$ cat config.mk
export PLATFORM = sky130hd
export DESIGN_NAME = target_block_flat
export DESIGN_NICKNAME = d
export VERILOG_FILES = /design/src/rtl/target_pkg.sv /design/src/rtl/target_block_if.sv /design/src/rtl/target_block_bcd_counter2.sv /design/src/rtl/target_block.sv /design/src/flat_wrapper.sv
export SDC_FILE = /design/constraint.sdc
export NUM_CORES = 1
export LEC_CHECK = 0
export CAP_MARGIN = 20
export CORE_UTILIZATION = 55
export DETAILED_ROUTE_END_ITERATION = 6
export HOLD_SLACK_MARGIN = 0.1
export PLACE_DENSITY_LB_ADDON = 0.25
export SLEW_MARGIN = 20
export SYNTH_ARGS = -nofsm -noshare
export SYNTH_HDL_FRONTEND = slang
export SYNTH_SLANG_ARGS = --single-unit
export TNS_END_PERCENT = 100
$ cat constraint.sdc
create_clock -name game_clk -period 5.3 [get_ports game_clk]
set_input_delay 0.53 -clock game_clk [delete_from_list [all_inputs] [get_ports game_clk]]
set_output_delay 0.53 -clock game_clk [all_outputs]
set_load 0.03 [all_outputs]
$ cat src/rtl/target_pkg.sv
// Shared types for the shooter target stage: target/direction encodings,
// the packed BCD score type and its increment helper.
package target_pkg;

  typedef enum logic {
    MOVE    = 1'b0,
    EXPLODE = 1'b1
  } tstate_e;

  typedef enum logic {
    RIGHT = 1'b0,
    LEFT  = 1'b1
  } dir_e;

  // [7:4] tens digit, [3:0] units digit
  typedef logic [7:0] score_t;

  function automatic score_t bcd_inc(input score_t s);
    score_t r;
    if (s[3:0] == 4'd9) begin
      r[3:0] = 4'd0;
      r[7:4] = (s[7:4] == 4'd9) ? 4'd0 : s[7:4] + 4'd1;
    end else begin
      r[7:4] = s[7:4];
      r[3:0] = s[3:0] + 4'd1;
    end
    return r;
  endfunction

endpackage

$ cat src/rtl/target_block_if.sv
// Missile-in / target-out bundle between the missile stage, the target
// block and the display stages.
interface target_block_if;
  import target_pkg::*;

  logic [9:0] mpx;
  logic [9:0] mpy;
  logic       mstate;
  logic [9:0] tpx;
  logic [9:0] tpy;
  tstate_e    tstate;
  logic       hit_pulse;
  score_t     score;

  modport master (
    output mpx, mpy, mstate,
    input  tpx, tpy, tstate, hit_pulse, score
  );

  modport slave (
    input  mpx, mpy, mstate,
    output tpx, tpy, tstate, hit_pulse, score
  );

endinterface

$ cat src/rtl/target_block_bcd_counter2.sv
// Two-digit BCD counter, 99 -> 00 wrap; shared with the score display stage.
module bcd_counter2
  import target_pkg::*;
(
  input  logic   game_clk,
  input  logic   reset,
  input  logic   inc,
  output score_t value
);

  // NOTE: non-blocking so every flop samples pre-edge values.
  always_ff @(posedge game_clk) begin
    if (reset) begin
      value <= '0;
    end else if (inc) begin
      value <= bcd_inc(value);
    end
  end

endmodule

$ cat src/rtl/target_block.sv
// Bouncing target with hit detection, explosion/respawn dwell and BCD score.
// Define TGT_SPEEDUP_EN to double the step once the score reaches 10.
module target_block
  import target_pkg::*;
#(
  parameter int BLOCK_SIZE    = 100,
  parameter int TGT_W         = 40,
  parameter int X_MIN         = 0,
  parameter int X_MAX         = 600,
  parameter int STEP          = 1,
  parameter int EXPLODE_TICKS = 30
) (
  input  logic           game_clk,
  input  logic           reset,
  target_block_if.slave  bus
);

  localparam int               CNT_W    = (EXPLODE_TICKS > 1) ? $clog2(EXPLODE_TICKS) : 1;
  localparam logic [CNT_W-1:0] CNT_LOAD = CNT_W'(EXPLODE_TICKS - 1);
  localparam logic [10:0]      X_MIN11  = 11'(X_MIN);
  localparam logic [10:0]      X_RMAX11 = 11'(X_MAX - TGT_W);
  localparam logic [10:0]      TGT_W11  = 11'(TGT_W);
  localparam logic [9:0]       X_MIN10  = 10'(X_MIN);
  localparam logic [9:0]       X_RMAX10 = 10'(X_MAX - TGT_W);
  localparam logic [9:0]       ROW10    = 10'(BLOCK_SIZE);

  logic [9:0]       tpx_q, tpx_d;
  dir_e             dir_q, dir_d;
  tstate_e          tstate_q, tstate_d;
  logic [CNT_W-1:0] cnt_q, cnt_d;
  logic             hit_q, hit_d;
  score_t           score_q;

  logic [10:0] tpx11, mpx11, step, tpx_sum, tpx_diff;
  logic        hit;

`ifdef TGT_SPEEDUP_EN
  assign step = (score_q[7:4] != 4'd0) ? 11'(2 * STEP) : 11'(STEP);
`else
  assign step = 11'(STEP);
`endif

  // 11-bit compares so tpx + TGT_W cannot wrap near the right edge
  assign tpx11    = {1'b0, tpx_q};
  assign mpx11    = {1'b0, bus.mpx};
  assign tpx_sum  = tpx11 + step;
  assign tpx_diff = tpx11 - step;
  assign hit      = bus.mstate && (bus.mpy == ROW10) &&
                    (tpx11 <= mpx11) && (mpx11 < tpx11 + TGT_W11);

  always_comb begin
    // NOTE: defaults first so no path leaves a variable unassigned (no latch).
    tpx_d    = tpx_q;
    dir_d    = dir_q;
    tstate_d = tstate_q;
    cnt_d    = cnt_q;
    hit_d    = 1'b0;
    case (tstate_q)
      MOVE: begin
        if (hit) begin
          tstate_d = EXPLODE;
          hit_d    = 1'b1;
          cnt_d    = CNT_LOAD;
        end else if (dir_q == RIGHT) begin
          if (tpx_sum > X_RMAX11) begin
            tpx_d = X_RMAX10;
            dir_d = LEFT;
          end else begin
            tpx_d = tpx_sum[9:0];
          end
        end else begin
          if (tpx11 < X_MIN11 + step) begin
            tpx_d = X_MIN10;
            dir_d = RIGHT;
          end else begin
            tpx_d = tpx_diff[9:0];
          end
        end
      end
      EXPLODE: begin
        // Missile may still sit on the row; hits are ignored until respawn
        if (cnt_q == '0) begin
          tstate_d = MOVE;
          tpx_d    = X_MIN10;
          dir_d    = RIGHT;
        end else begin
          cnt_d = cnt_q - CNT_W'(1);
        end
      end
      default: tstate_d = MOVE;
    endcase
  end

  always_ff @(posedge game_clk) begin
    if (reset) begin
      tpx_q    <= X_MIN10;
      dir_q    <= RIGHT;
      tstate_q <= MOVE;
      cnt_q    <= '0;
      hit_q    <= 1'b0;
    end else begin
      tpx_q    <= tpx_d;
      dir_q    <= dir_d;
      tstate_q <= tstate_d;
      cnt_q    <= cnt_d;
      hit_q    <= hit_d;
    end
  end

  bcd_counter2 u_score (
    .game_clk (game_clk),
    .reset    (reset),
    .inc      (hit_d),
    .value    (score_q)
  );

  assign bus.tpx       = tpx_q;
  assign bus.tpy       = ROW10;
  assign bus.tstate    = tstate_q;
  assign bus.hit_pulse = hit_q;
  assign bus.score     = score_q;

endmodule

$ cat src/flat_wrapper.sv
// flat-port wrapper written by rule: the top's interface ports become plain ports
module target_block_flat import target_pkg::*;
#(
  parameter int BLOCK_SIZE    = 100,
  parameter int TGT_W         = 40,
  parameter int X_MIN         = 0,
  parameter int X_MAX         = 600,
  parameter int STEP          = 1,
  parameter int EXPLODE_TICKS = 30
)
  (game_clk, reset, bus_mpx, bus_mpy, bus_mstate, bus_tpx, bus_tpy, bus_tstate, bus_hit_pulse, bus_score);
  target_block_if bus_i ();
  input  logic game_clk;
  input  logic reset;
  input wire logic [$bits(bus_i.mpx)-1:0] bus_mpx;
  input wire logic [$bits(bus_i.mpy)-1:0] bus_mpy;
  input wire logic [$bits(bus_i.mstate)-1:0] bus_mstate;
  output wire logic [$bits(bus_i.tpx)-1:0] bus_tpx;
  output wire logic [$bits(bus_i.tpy)-1:0] bus_tpy;
  output wire logic [$bits(bus_i.tstate)-1:0] bus_tstate;
  output wire logic [$bits(bus_i.hit_pulse)-1:0] bus_hit_pulse;
  output wire logic [$bits(bus_i.score)-1:0] bus_score;
  assign bus_i.mpx = bus_mpx;
  assign bus_i.mpy = bus_mpy;
  assign bus_i.mstate = bus_mstate;
  assign bus_tpx = bus_i.tpx;
  assign bus_tpy = bus_i.tpy;
  assign bus_tstate = bus_i.tstate;
  assign bus_hit_pulse = bus_i.hit_pulse;
  assign bus_score = bus_i.score;
  target_block #(.BLOCK_SIZE(BLOCK_SIZE), .TGT_W(TGT_W), .X_MIN(X_MIN), .X_MAX(X_MAX), .STEP(STEP), .EXPLODE_TICKS(EXPLODE_TICKS)) u_core (.game_clk(game_clk), .reset(reset), .bus(bus_i));
endmodule
==> out/results.ini <==
[placement]
port_buffers = 42
dp.cells = 382
gp_congestion = 0.957
dp.final_hpwl_mm = 4.16

[cts]
cts.reportedPaths.clkPinSlew_ps = 90
tritoncts = built
cts_max_level = 1
cts.path.max_buffers = 2
post-cts-setup-buffers = 0
cts.sinks = 26
clk-insertion-delay-late_ps = 270
cts_buffers = 3
cts-resized-gates = 0
clockRootBuffer = clkbuf_8
ctsHoldBuffers = 0

[sta]
period_needed_ps = 3600
worst_pin_slew_ps = 881
finalSetupViolCount = 0
fin_skew_ps = 1.09
period_share = 0.679
fmax_ghz = 0.278
slew_violations = 0
slew_headroom = 0.412
tns_ps = 0
rsz0062_at_grt = no
hold_viol_final = 0

[yosys]
synth.most_common_cell = nor2_1
ys_warn_count = 0
ys_seq_area_frac = 0.217
synth_ff_type = dfxtp_1
yosysUniqueCellTypes = 65
syn_area_per_cell_um2 = 7.89
netlist_area_um2 = 2400
synth_top_area_frac = 0.217
synth_edf_count = 0
synth_area_leaders = dfxtp_1, ha_1, nor2_1
synthArstFlopShare = 0
synthCells = 304
synth_seq_cells = 26
yosysTopAreaCell = dfxtp_1
synth_common_cells = nor2_1, dfxtp_1, ha_1, inv_1, o21ai_0

[worst_setup_path]
cp.buffers_inverters = 0
cp-end-kind = register
crit_required_ps = 5480
worstPathArrival_ps = 3780
path_cells = ha_1 -> o21ai_0 -> xor2_1 -> ha_1 -> nor3_1 -> nor3_2 -> a2111oi_4 -> or3_1 -> o21ai_0 -> a22o_1
cp_max_fo = 17
slowest_stage = a2111oi_4
cp-start-kind = register
crit_family = compound AO/OA/AOI/OAI gates
cpPeakStageDelay_ps = 840
crit_type = register to register

[pwr]
powerDensity_nw_per_um2 = 178
power.ir.vdd_worst_v = 0.000164
leakagePower_uw = 0.00118

[global_route]
grt_pass1_wl_mm = 9.33
grt.total_usage = 0.264
grt_pass1_vias = 2038
grt_max_degree = 18
antenna_found_initial = 0
gr-total-overflow = 0

[floorplan]
num_io_pins = 53
dieWidth_um = 68.1
die_area_um2 = 4630
start_util = 0.587
die_h_um = 68.1
core_area_um2 = 4090
rows = 23

[final_layout]
area_delta_synth_final_pct = 18.5
fin_nets = 386
drive_gt1_frac = 0.0625
stdcell_count = 386
fill_cells = 351
diodes = 0

[drt]
drt-pass1-iter-count = 5
routedWlPerCell_um = 14.8
num_vias = 2292
drtIter0Drc = 162
ant_nets = 0
routed_wl_mm = 5.70
vias_per_cell = 5.94
drc = 0

[run_status]
status = finished clean

[min_path]
hp-class = register to register

[flow_run]
maxCapViolations = 0

## registers in the layout, indices dropped and copies added, names as in the netlist
name and count:
u_core.bus.tpx 10, u_core.u_score.value 8, u_core.cnt_q 5, u_core.bus.hit_pulse 1, u_core.bus.tstate 1, u_core.dir_q 1
## cells by family (layout without fill, tap and decap cells)
family                   count (synthesis)  count (layout)  synth area share
AND/OR/NAND/NOR                        109             109             0.247
AO/OA/AOI/OAI                           74              74             0.228
buffers and inverters                   48              72            0.0991
adder cells (fa/ha/maj)                 26              26             0.136
flip-flops                              26              26             0.217
XOR/XNOR                                16              16            0.0584
multiplexers                             3               3            0.0125
other                                    2              10           0.00313
## metal layers
| metal | share of wire | GRT usage | vias up |
|---|---|---|---|
| met5 | 0 | 0 | - |
| met4 | 0.010 | 0.0781 | 0 |
| met1 | 0.46 | 0.374 | 1041 |
| li1 | - | - | 1135 |
| met2 | 0.44 | 0.414 | 111 |
| met3 | 0.096 | 0.0317 | 5 |
## power breakdown
part,switching [µW],internal (µW)
clock,65.4,101
combinational,70.7,56.8
sequential,12.7,199
## area by class of cell
type	count	area [µm²]	area share
well taps	50	62.6	0.0220
clock buffers	3	41.3	0.0145
multi-input cells	238	1670	0.588
repair buffers	42	420	0.148
inverters	26	97.6	0.0343
flip-flops and latches	26	520	0.183
clock inverters	1	30.0	0.0106
## cell usage in the layout, fill, tap and decap left out, drive strengths merged, types with 4 or more instances in the layout
master / n
clkdlybuf4s50: 42
nor2: 31
inv: 26
ha: 26
dfxtp: 26
o21ai: 21
nand2: 18
nand3: 11
nor3: 11
conb: 10
a21oi: 9
xnor2: 8
xor2: 8
nor2b: 6
a31oi: 6
or3: 6
and3: 4
nand4: 4
o221ai: 4
o22ai: 4
## per-stage QoR
step	area, µm²	hold WS, ps	util	power [µW]	setup slack, ps
floorplan	2430	467	-	303	2290
global placement	2770	480	0.679	340	1750
detailed placement	2770	491	0.679	341	1720
CTS	2840	506	0.696	507	1710
global route	2840	535	0.696	530	1390
finish	2840	504	0.696	506	1700
## path summary, 6_finish.rpt
path,start,end,depth (start not counted),slack (ps)
hold reg to reg,u_core.u_score.value[7],u_core.u_score.value[7],2,500
setup / recovery,u_core.bus.tpx[3],u_core.bus.tpx[8],10,1700
hold / removal,u_core.u_score.value[7],u_core.u_score.value[7],2,500
setup reg to reg,u_core.bus.tpx[3],u_core.bus.tpx[8],10,1700
## tightest hold or removal path, cell delays in order (launching register included)
cell and delay, ps:
dfxtp_1 330, o21ai_0 70, a21oi_1 60
Power figures use the tool's default switching activity.
==> variant: new RTL, same flow settings <==
`EXPLODE_TICKS` is set to 30 in 2 places; all go to 60.
--- a/src/rtl/target_block.sv
+++ b/src/rtl/target_block.sv
@@ -9,5 +9,5 @@
   parameter int X_MAX         = 600,
   parameter int STEP          = 1,
-  parameter int EXPLODE_TICKS = 30
+  parameter int EXPLODE_TICKS = 60
 ) (
   input  logic           game_clk,
--- a/src/flat_wrapper.sv
+++ b/src/flat_wrapper.sv
@@ -7,5 +7,5 @@
   parameter int X_MAX         = 600,
   parameter int STEP          = 1,
-  parameter int EXPLODE_TICKS = 30
+  parameter int EXPLODE_TICKS = 60
 )
   (game_clk, reset, bus_mpx, bus_mpy, bus_mstate, bus_tpx, bus_tpy, bus_tstate, bus_hit_pulse, bus_score);
Check against the original RTL: same outputs for any inputs over 10 cycles, from zero or initial values and one cycle with reset high; that may be too few to reach the edited logic, so the function may still have changed.
==> variant against the unedited design <==
Clock power shrank 30%; die area grew 4.6%; routed wire length grew 2.1%; global-route usage shrank 1.3 points; final area grew 3.4%; sequential power grew 3%; total power shrank 10%; worst setup slack gained 0.27 ns; sequential cell count grew 1; clock skew grew 0.0081 ns; sequential share of layout area grew 0.081 points; synthesized area grew 4.7%; critical path depth grew 1; largest power group unchanged.
==> variant: results (changes against the unedited design) <==
syn_area_per_cell: 8.08 um^2 (+2.4%)
Total GRT Usage: 25.1% (-1.3 points)
met2 Resource Use GR: 41.2% (-0.21 points)
commonest cells in the netlist: dfxtp_1, inv_1, ha_1
Clock buf/inv share: 1.66% (-0.85 points)
WL met2: 2750 um (+11%)
Plain + repair buffers: 44 (+4.8%)
sw frac: 31.1% (+1.7 points)
Multi-In Gates: 241 (+1.3%)
routed wl met3: 359 um (-35%)
Worst Clk Skew: 0.00921 ns (+0.00812 ns)
Avg Vias per Cell: 5.96 (+0.41%)
Synth area leaders: dfxtp_1, ha_1, inv_1
Slowest Stage Delay on Critical Path: 0.73 ns (-0.11 ns)
max_slew headroom: 42.9% (+1.6 points)
Arrival @ worst endpoint: 3.55 ns (-0.23 ns)
clk sink count: 27 (+3.8%)
Seq/total area: 18.4% (+0.081 points)
DRT Pass-1 Iters: 4 (-1)
via count: 2349 (+2.5%)
Area after DPL: 0.00289 mm^2 (+4.3%)
Net Sw Power: 141 uW (-5.3%)
Metal-1 WL: 2650 um (+1.9%)
CP Max Fanout: 14 (-3)
maximum vdd ir drop: 0.000118 V (-28%)
GR Util met1: 34.4% (-3.0 points)
clock network power share: 25.7% (-7.2 points)
first-pass GRT wire length: 10200 um (+9.2%)
Slowest-stage cell, CP: a311oi_2
Fill cells: 390 (+11%)
Yosys cell types: 67 (+3.1%)
non-clk buf share: 14.8% (+0.026 points)
clk slew on worst S/H paths: 0.09 ns (about the same)
outcome: completed
WL/cell: 14.8 um (about the same)
largest net degree at the start of global routing: 25 (+7)
register share of total power: 48.3% (+6.4 points)
layout cells sized above 1: 7.89% (+1.6 points)
drt first-iter violations: 95 (-41%)
vias in the first global route: 2220 (+8.9%)
[variant: cell types whose count changed in the layout (fill, tap and decap cells not counted), sizes merged, moves of 5 or more]
cell,change
a21oi,+9
nor2,-8
o21ai,-7
mux2,+5
or3,-5
[variant: kinds of logic after synthesis]
logic type               share of synthesized area [%]
adder cells (fa/ha/maj)                           12.4
other                                            0.299
flip-flops                                        21.5
AO/OA/AOI/OAI                                     23.0
XOR/XNOR                                          4.53
buffers and inverters                             9.95
multiplexers                                      2.79
AND/OR/NAND/NOR                                   25.4
[variant: path summary, 6_finish.rpt]
check | from | endpoint | slack (ns) | depth (start not counted)
setup / recovery | u_core.bus.tpx[3] | u_core.bus.tpx[6] | 1.97 | 11
hold / removal | u_core.cnt_q[1] | u_core.cnt_q[1] | 0.50 | 2
setup reg to reg | u_core.bus.tpx[3] | u_core.bus.tpx[6] | 1.97 | 11
hold reg to reg | u_core.cnt_q[1] | u_core.cnt_q[1] | 0.50 | 2
